## src/rtl/song_sequencer_if.sv

```systemverilog
// Control and status bundle between the user controls, the song sequencer
// and the beeper. The master side issues transport commands; the slave side
// (the sequencer) drives the tone outputs and playback status.
interface song_sequencer_if;
   logic       start;
   logic       stop;
   logic       loop_en;
   logic [4:0] tone;
   logic       tone_en;
   logic       playing;
   logic [5:0] note_idx;
   logic       song_done;

   modport master (
      output start, stop, loop_en,
      input  tone, tone_en, playing, note_idx, song_done
   );

   modport slave (
      input  start, stop, loop_en,
      output tone, tone_en, playing, note_idx, song_done
   );
endinterface

```

## src/rtl/song_sequencer.sv

```systemverilog
// Song sequencer: walks a fixed note table, holding each note for
// (dur+1) tempo units followed by a short silent gap, and drives the
// beeper tone code / enable from registers.
module song_sequencer #(
   parameter int TICK_CYCLES = 1500000,
   parameter int GAP_CYCLES  = 120000,
   parameter int SONG_LEN    = 32
) (
   input  logic           clk_in,
   input  logic           rst_n_in,
   song_sequencer_if.slave bus
);

   typedef enum logic [1:0] {IDLE, FETCH, NOTE, GAP} state_t;

   localparam logic [23:0] TICK     = 24'(TICK_CYCLES);
   localparam logic [23:0] GAP_LOAD = (GAP_CYCLES > 0) ? 24'(GAP_CYCLES - 1) : 24'd0;
   localparam logic [6:0]  LEN      = 7'(SONG_LEN);
   localparam logic [4:0]  END_CODE = 5'd31;

   state_t      state_reg;
   logic [23:0] timer_reg;
   logic [4:0]  tone_reg;
   logic        tone_en_reg;
   logic [5:0]  note_idx_reg;
   logic        song_done_reg;

   logic [7:0]  entry;
   logic [4:0]  entry_code;
   logic [2:0]  entry_dur;
   logic        end_of_song;
   logic        audible;
   logic [23:0] note_len;

   // Fixed melody: {code[4:0], dur[2:0]}; everything past the rest is the end marker.
   function automatic logic [7:0] song_rom(input logic [5:0] idx);
      case (idx)
         6'd0, 6'd3, 6'd4, 6'd7: song_rom = {5'd8,  3'd1};
         6'd1, 6'd5:             song_rom = {5'd9,  3'd1};
         6'd2, 6'd6:             song_rom = {5'd10, 3'd1};
         6'd8:                   song_rom = {5'd0,  3'd1};
         default:                song_rom = {END_CODE, 3'd0};
      endcase
   endfunction

   // Decode the table entry addressed by the current note index.
   always_comb begin
      entry       = song_rom(note_idx_reg);
      entry_code  = entry[7:3];
      entry_dur   = entry[2:0];
      end_of_song = (entry_code == END_CODE) || ({1'b0, note_idx_reg} >= LEN);
      audible     = (entry_code >= 5'd1) && (entry_code <= 5'd21);
      note_len    = (({21'd0, entry_dur} + 24'd1) * TICK) - 24'd1;
   end

   // Playback FSM with registered beeper outputs; stop overrides every state.
   always_ff @(posedge clk_in) begin
      if (!rst_n_in) begin
         state_reg     <= IDLE;
         timer_reg     <= 24'd0;
         tone_reg      <= 5'd0;
         tone_en_reg   <= 1'b0;
         note_idx_reg  <= 6'd0;
         song_done_reg <= 1'b0;
      end else if (bus.stop) begin
         state_reg     <= IDLE;
         timer_reg     <= 24'd0;
         tone_reg      <= 5'd0;
         tone_en_reg   <= 1'b0;
         note_idx_reg  <= 6'd0;
         song_done_reg <= 1'b0;
      end else begin
         song_done_reg <= 1'b0;
         case (state_reg)
            IDLE: begin
               tone_en_reg <= 1'b0;
               if (bus.start) begin
                  note_idx_reg <= 6'd0;
                  state_reg    <= FETCH;
               end
            end
            FETCH: begin
               tone_en_reg <= 1'b0;
               if (end_of_song) begin
                  if (bus.loop_en) begin
                     note_idx_reg <= 6'd0;
                  end else begin
                     state_reg     <= IDLE;
                     tone_reg      <= 5'd0;
                     song_done_reg <= 1'b1;
                  end
               end else begin
                  state_reg   <= NOTE;
                  tone_reg    <= entry_code;
                  tone_en_reg <= audible;
                  timer_reg   <= note_len;
               end
            end
            NOTE: begin
               if (timer_reg == 24'd0) begin
                  tone_en_reg <= 1'b0;
                  if (GAP_CYCLES == 0) begin
                     note_idx_reg <= note_idx_reg + 6'd1;
                     state_reg    <= FETCH;
                  end else begin
                     timer_reg <= GAP_LOAD;
                     state_reg <= GAP;
                  end
               end else begin
                  timer_reg <= timer_reg - 24'd1;
               end
            end
            GAP: begin
               tone_en_reg <= 1'b0;
               if (timer_reg == 24'd0) begin
                  note_idx_reg <= note_idx_reg + 6'd1;
                  state_reg    <= FETCH;
               end else begin
                  timer_reg <= timer_reg - 24'd1;
               end
            end
            default: state_reg <= IDLE;
         endcase
      end
   end

   assign bus.tone      = tone_reg;
   assign bus.tone_en   = tone_en_reg;
   assign bus.playing   = (state_reg != IDLE);
   assign bus.note_idx  = note_idx_reg;
   assign bus.song_done = song_done_reg;

endmodule

```

## src/flat_wrapper.sv

```systemverilog
// flat-port wrapper written by rule: the top's interface ports become plain ports
module song_sequencer_flat 
#(
   parameter int TICK_CYCLES = 1500000,
   parameter int GAP_CYCLES  = 120000,
   parameter int SONG_LEN    = 32
)
  (clk_in, rst_n_in, bus_start, bus_stop, bus_loop_en, bus_tone, bus_tone_en, bus_playing, bus_note_idx, bus_song_done);
  song_sequencer_if bus_i ();
  input  logic clk_in;
  input  logic rst_n_in;
  input wire logic [$bits(bus_i.start)-1:0] bus_start;
  input wire logic [$bits(bus_i.stop)-1:0] bus_stop;
  input wire logic [$bits(bus_i.loop_en)-1:0] bus_loop_en;
  output wire logic [$bits(bus_i.tone)-1:0] bus_tone;
  output wire logic [$bits(bus_i.tone_en)-1:0] bus_tone_en;
  output wire logic [$bits(bus_i.playing)-1:0] bus_playing;
  output wire logic [$bits(bus_i.note_idx)-1:0] bus_note_idx;
  output wire logic [$bits(bus_i.song_done)-1:0] bus_song_done;
  assign bus_i.start = bus_start;
  assign bus_i.stop = bus_stop;
  assign bus_i.loop_en = bus_loop_en;
  assign bus_tone = bus_i.tone;
  assign bus_tone_en = bus_i.tone_en;
  assign bus_playing = bus_i.playing;
  assign bus_note_idx = bus_i.note_idx;
  assign bus_song_done = bus_i.song_done;
  song_sequencer #(.TICK_CYCLES(TICK_CYCLES), .GAP_CYCLES(GAP_CYCLES), .SONG_LEN(SONG_LEN)) u_core (.clk_in(clk_in), .rst_n_in(rst_n_in), .bus(bus_i));
endmodule
```

## config.mk

```make
export PLATFORM = sky130hd
export DESIGN_NAME = song_sequencer_flat
export DESIGN_NICKNAME = d
export VERILOG_FILES = /design/src/rtl/song_sequencer_if.sv /design/src/rtl/song_sequencer.sv /design/src/flat_wrapper.sv
export SDC_FILE = /design/constraint.sdc
export NUM_CORES = 1
export LEC_CHECK = 0
export ABC_CLOCK_PERIOD_IN_PS = 2800
export CAP_MARGIN = 15
export CORE_MARGIN = 2
export CORE_UTILIZATION = 58
export DETAILED_ROUTE_END_ITERATION = 10
export PLACE_DENSITY_LB_ADDON = 0.25
export SLEW_MARGIN = 20
export SYNTH_ARGS = -nofsm -noshare
export SYNTH_HDL_FRONTEND = slang
export SYNTH_SLANG_ARGS = --single-unit
```

## constraint.sdc

```tcl
create_clock -name clk_in -period 2.8 [get_ports clk_in]
set_input_delay 0.7 -clock clk_in [delete_from_list [all_inputs] [get_ports clk_in]]
set_output_delay 0.7 -clock clk_in [all_outputs]
set_load 0.01 [all_outputs]
```

Word-level counts from Yosys, hierarchy flattened --
Memory sizes are Yosys's and may differ from the RTL's. A register that Yosys moved wholly into a read port is not among the register bits. Index checks and enable logic that the tools add are counted.
Word-level totals: bits in registers 39, bits in read-only memories 96, output and inout port bits 14, logic and storage cells 70, memories 1
Operators by class: $add $sub $neg 4, $mul 1, $lt $le $gt $ge 3, equal/unequal tests 13, muxes and demuxes 24, bitwise logic cells 3, reductions and logical operators 15
Memory list:
- (name not given) | depth 16, bits a word 6, rd ports 1, clocked after memory_dff 1, write ports 0, RTL line song_sequencer.sv:37 | case (idx)
Operators by type and width (number):
- $mux W24 | 3
- $pmux W24 S3 | 1
- $sub A24 B1 Y24 const B | 2
- $logic_not A24 Y1 | 1
- $mul A24 B16 Y19 const B | 1
- $mux W6 | 4
- $pmux W6 S3 | 1
- $mux W2 | 5
- $mux W5 | 2
- $ne A2 B2 Y1 const B | 5
- $mux W4 | 2
- $mux W8 | 1
- $pmux W2 S4 | 1
- $add A6 B1 Y6 const B | 1
- $ge A6 B6 Y1 const B | 1
- $ne A2 B1 Y1 const B | 3
- $reduce_bool A3 Y1 | 2
- $eq A5 B5 Y1 const B | 1
- $ge A5 B1 Y1 const B | 1
- $le A5 B5 Y1 const B | 1
- $reduce_and A5 Y1 | 1
- $add A3 B1 Y4 const B | 1
- $eq A2 B2 Y1 const B | 2
- $logic_not A2 Y1 | 2
- 13 further kinds | 18

Longest topological paths before layout --
depth in word-level cells 8, depth in mapped cells 11, gate-level depth less buffers 9

Worst setup path before layout --
Ideal clock, no wire load.
path type reg-to-reg, start point reg u_core.timer_reg[11], end point reg u_core.timer_reg[19], arrival time 2180 ps, data required time 2672 ps, path slack 493 ps, stages on the path, launching flop included 12, path buffers 4, path through dfxtp_1 or3_1 buf_2 nand2b_4 buf_6 or3_1 buf_4 a21oi_4 buf_6 o21ai_1 a22oi_2 nor2_1
On the way: word-level cells in the longest chain between the ends 3
Ends and longest elaborated chain:
- start, declared | RTL line song_sequencer.sv:22 | logic [23:0] timer_reg;
- start signal, assigned | RTL line song_sequencer.sv:96 | timer_reg <= note_len;
- start signal, assigned | RTL line song_sequencer.sv:110 | timer_reg <= timer_reg - 24'd1;
- start signal, assigned | RTL line song_sequencer.sv:119 | timer_reg <= timer_reg - 24'd1;
- $sub A24 B1 Y24 or $logic_not A24 Y1 (tied branches)
- $mux W24 (tied with other cells) | RTL line song_sequencer.sv:115 | if (timer_reg == 24'd0) begin
- $pmux W24 S3 or $reduce_and A3 Y1 (tied branches)
Several ways; a longest one is shown, not always the timed one. The select of a mux whose other input is x is not followed. A chain may end at the register's enable or synchronous reset.

Worst setup path in the final report --
start point reg u_core.timer_reg[8], end point reg u_core.timer_reg[21]
Same word-level chain as after synthesis.

==> summary.txt <==
Timing
  – Relative max-transition margin: 0.504
  – Hold Vio Cnt, Final: 0
  – RSZ-0062 raised after global routing: false
  – Min Tclk post-route: 2.47 ns
  – Slew Viols, Final: 0
  – Setup violations, final: 0
  – Setup TNS: 0 ns
  – Layout Skew: 0.00529 ns
  – Final Cycle Share: 0.881
  – FMAX: 405 MHz
  – Worst-Margin Slew: 0.744 ns

Worst setup path
  – Startpoint types: flip-flop
  – End of the worst register-to-register path: u_core.timer_reg[21]$_SDFFE_PP0P_
  – Cell count along the critical path: 7
  – Crit path launch: u_core.timer_reg[8]$_SDFFE_PP0P_
  – Worst path cell trace: nor3_1 > nand2_1 > or3_1 > a21oi_4 > o21ai_1 > a22oi_1 > nor2_1
  – Reg-to-reg startpoint: u_core.timer_reg[8]$_SDFFE_PP0P_
  – Reg2Reg Depth: 7
  – Worst reg-to-reg setup slack: 0.33 ns
  – Crit path capture type: flip-flop
  – Max incr delay on CP: 0.48 ns
  – Worst path bufs/invs: 0
  – Crit path kind: flip-flop to flip-flop
  – Top delay family on crit path: simple AND/OR/NAND/NOR gates
  – Slowest cell on the critical path: or3_1
  – Critical path data arrival time: 2.66 ns
  – Worst path required time: 2.99 ns
  – Worst Path Max Fanout: 17
  – Crit path to: u_core.timer_reg[21]$_SDFFE_PP0P_

Global routing
  – Initial antenna violation count: 0
  – Remaining Overflow, GRT: 0
  – Pin count of the biggest net entering global routing: 31
  – Global Route Usage Sum: 0.265
  – First-pass GRT wire length: 9460 um
  – Vias in the first global route: 2068

Job
  – Max cap viols: 0

Synthesis
  – Synth unique cells: 52
  – EDFF count, synth: 0
  – Syn Inst Count: 308
  – Ys Warns: 0
  – Cell Area, Synth: 0.00242 sq mm
  – Syn nets: 322
  – Syn Area/Cell: 7.87 sq um
  – Asr flop ratio synth: 0
  – Sequential share of the synthesized area: 0.355
  – FF+latch count, synth: 43
  – Top FF cell, synth: dfxtp_1

Route
  – Vias: 2351
  – Drc violations: 0
  – DRT antenna net count: 0
  – Vias per cell: 6.14
  – 1st-pass router iterations: 5
  – DR iter-0 viols: 160
  – Wire length per cell: 15.2 um
  – Post-Route WL: 5830 um

Clock tree
  – Clock Latency Late Sink: 0.30 ns
  – Max Root-Sink Buffers: 2
  – Setup Fix Bufs, Post-CTS: 0
  – Htree depth: 2
  – Post-CTS Resized: 0
  – Clk sinks: 43
  – TritonCTS Buffers: 5
  – Worst-path clk slew: 0.08 ns
  – Root buffer cell: clkbuf_8
  – CTS Hold Bufs: 0
  – CTS tree: yes

Floorplan
  – Boundary pin count: 19
  – Starting Density: 0.606
  – Die Height: 68.7 um
  – Row count: 23
  – Core area: 0.00400 sq mm
  – Die Wd: 68.7 um
  – DIE AREA: 0.00471 sq mm

Layout
  – Non-filler instance count after layout: 383
  – Layout area overhead: 15.5%
  – Fillers: 330
  – Core Util, Final: 0.700
  – Commonest non-fill, non-tap cell in the layout: dfxtp_1
  – Layout cell share with drive strength beyond 1: 0.0961
  – Number of diodes: 0
  – Fin nets: 346
  – Commonest non-fill, non-tap cells in the layout: dfxtp_1, a21oi_1, nor2_1

Placement
  – Cell Count Post-Placement: 375
  – Port bufs: 18
  – Gpl congestion: 0.866
  – HPWL after detailed placement: 4190 um

Power
  – Leakage: 1.04 nW
  – Power Dens Cells: 469 mW/mm^2
  – Worst IR Drop VDD: 0.282 mV
  – Total power: 1.31 mW

Worst hold path
  – Class of the worst hold path: flip-flop to flip-flop
  – Hold path start: u_core.timer_reg[13]$_SDFFE_PP0P_

Run status
  – Outcome: finished, final reports clean
[power by group]
part | switching, mW | internal, mW | leakage (nW)
clock | 0.213 | 0.225 | 0.0515
sequential | 0.0114 | 0.621 | 0.348
combinational | 0.153 | 0.0893 | 0.642
total | 0.377 | 0.936 | 1.04
[worst min path at each step]
stage	cells past startpoint	slack [ns]	endpoint
floorplan	2	0.43	u_core.timer_reg[13]$_SDFFE_PP0P_
global placement	2	0.43	u_core.timer_reg[13]$_SDFFE_PP0P_
detailed placement	2	0.44	u_core.timer_reg[13]$_SDFFE_PP0P_
CTS	2	0.45	u_core.timer_reg[13]$_SDFFE_PP0P_
global route	2	0.46	u_core.timer_reg[13]$_SDFFE_PP0P_
finish	2	0.45	u_core.timer_reg[13]$_SDFFE_PP0P_
[per-stage QoR]
step | setup WS (ns) | hold WS, ns | area [sq um]
detailed placement | 0.0658 | 0.444 | 2700
finish | 0.333 | 0.450 | 2800
global placement | 0.140 | 0.433 | 2700
floorplan | 0.493 | 0.427 | 2420
global route | 0.146 | 0.465 | 2800
CTS | 0.354 | 0.455 | 2800
[cell type report]
type	count	area [sq um]	area share
inverters	14	52.6	0.0188
repair buffers	31	290	0.104
flip-flops and latches	43	861	0.307
well taps	50	62.6	0.0223
clock buffers	8	100	0.0357
multi-input cells	237	1430	0.512
[cell families after synthesis]
group	Yosys count	synth area share
AND/OR/NAND/NOR	124	0.267
AO/OA/AOI/OAI	99	0.259
flip-flops	43	0.355
buffers and inverters	28	0.0537
adder cells (fa/ha/maj)	9	0.0464
XOR/XNOR	4	0.0145
multiplexers	1	0.00413
[tightest hold or removal path: stages, from the launching register on]
cell	delay (ns)
dfxtp_1	0.31
nand2_1	0.05
a21oi_1	0.05
[Yosys cell counts (all sizes together) (2+ instances only)]
cell type	number	area [sq um]
a211oi	3	22.5
a21boi	3	22.5
a21oi	33	180
a221oi	2	23.8
a22oi	2	20.0
a311oi	5	43.8
and2	6	37.5
and3	4	25.0
buf	6	47.5
clkbuf	8	30.0
dfxtp	43	861
ha	9	113
inv	14	52.6
nand2	24	90.1
nand2b	7	51.3
nand3	10	50.1
nand4	9	56.3
nor2	27	104
nor2b	2	12.5
nor3	15	86.3
nor3b	2	15.0
nor4	9	62.6
o21ai	38	201
o31ai	4	35.0
o41a	2	22.5
or2	2	12.5
or3	6	37.5
xor2	3	26.3
[routing by layer]
layer / global-route usage / share of wire / vias up
met5: 0 / 0 / -
met1: 0.367 / 0.47 / 1096
li1: - / - / 1170
met4: 0.0775 / 0.014 / 0
met3: 0.0536 / 0.054 / 11
met2: 0.415 / 0.47 / 74
Note: power is estimated with default switching activity, not from simulation.
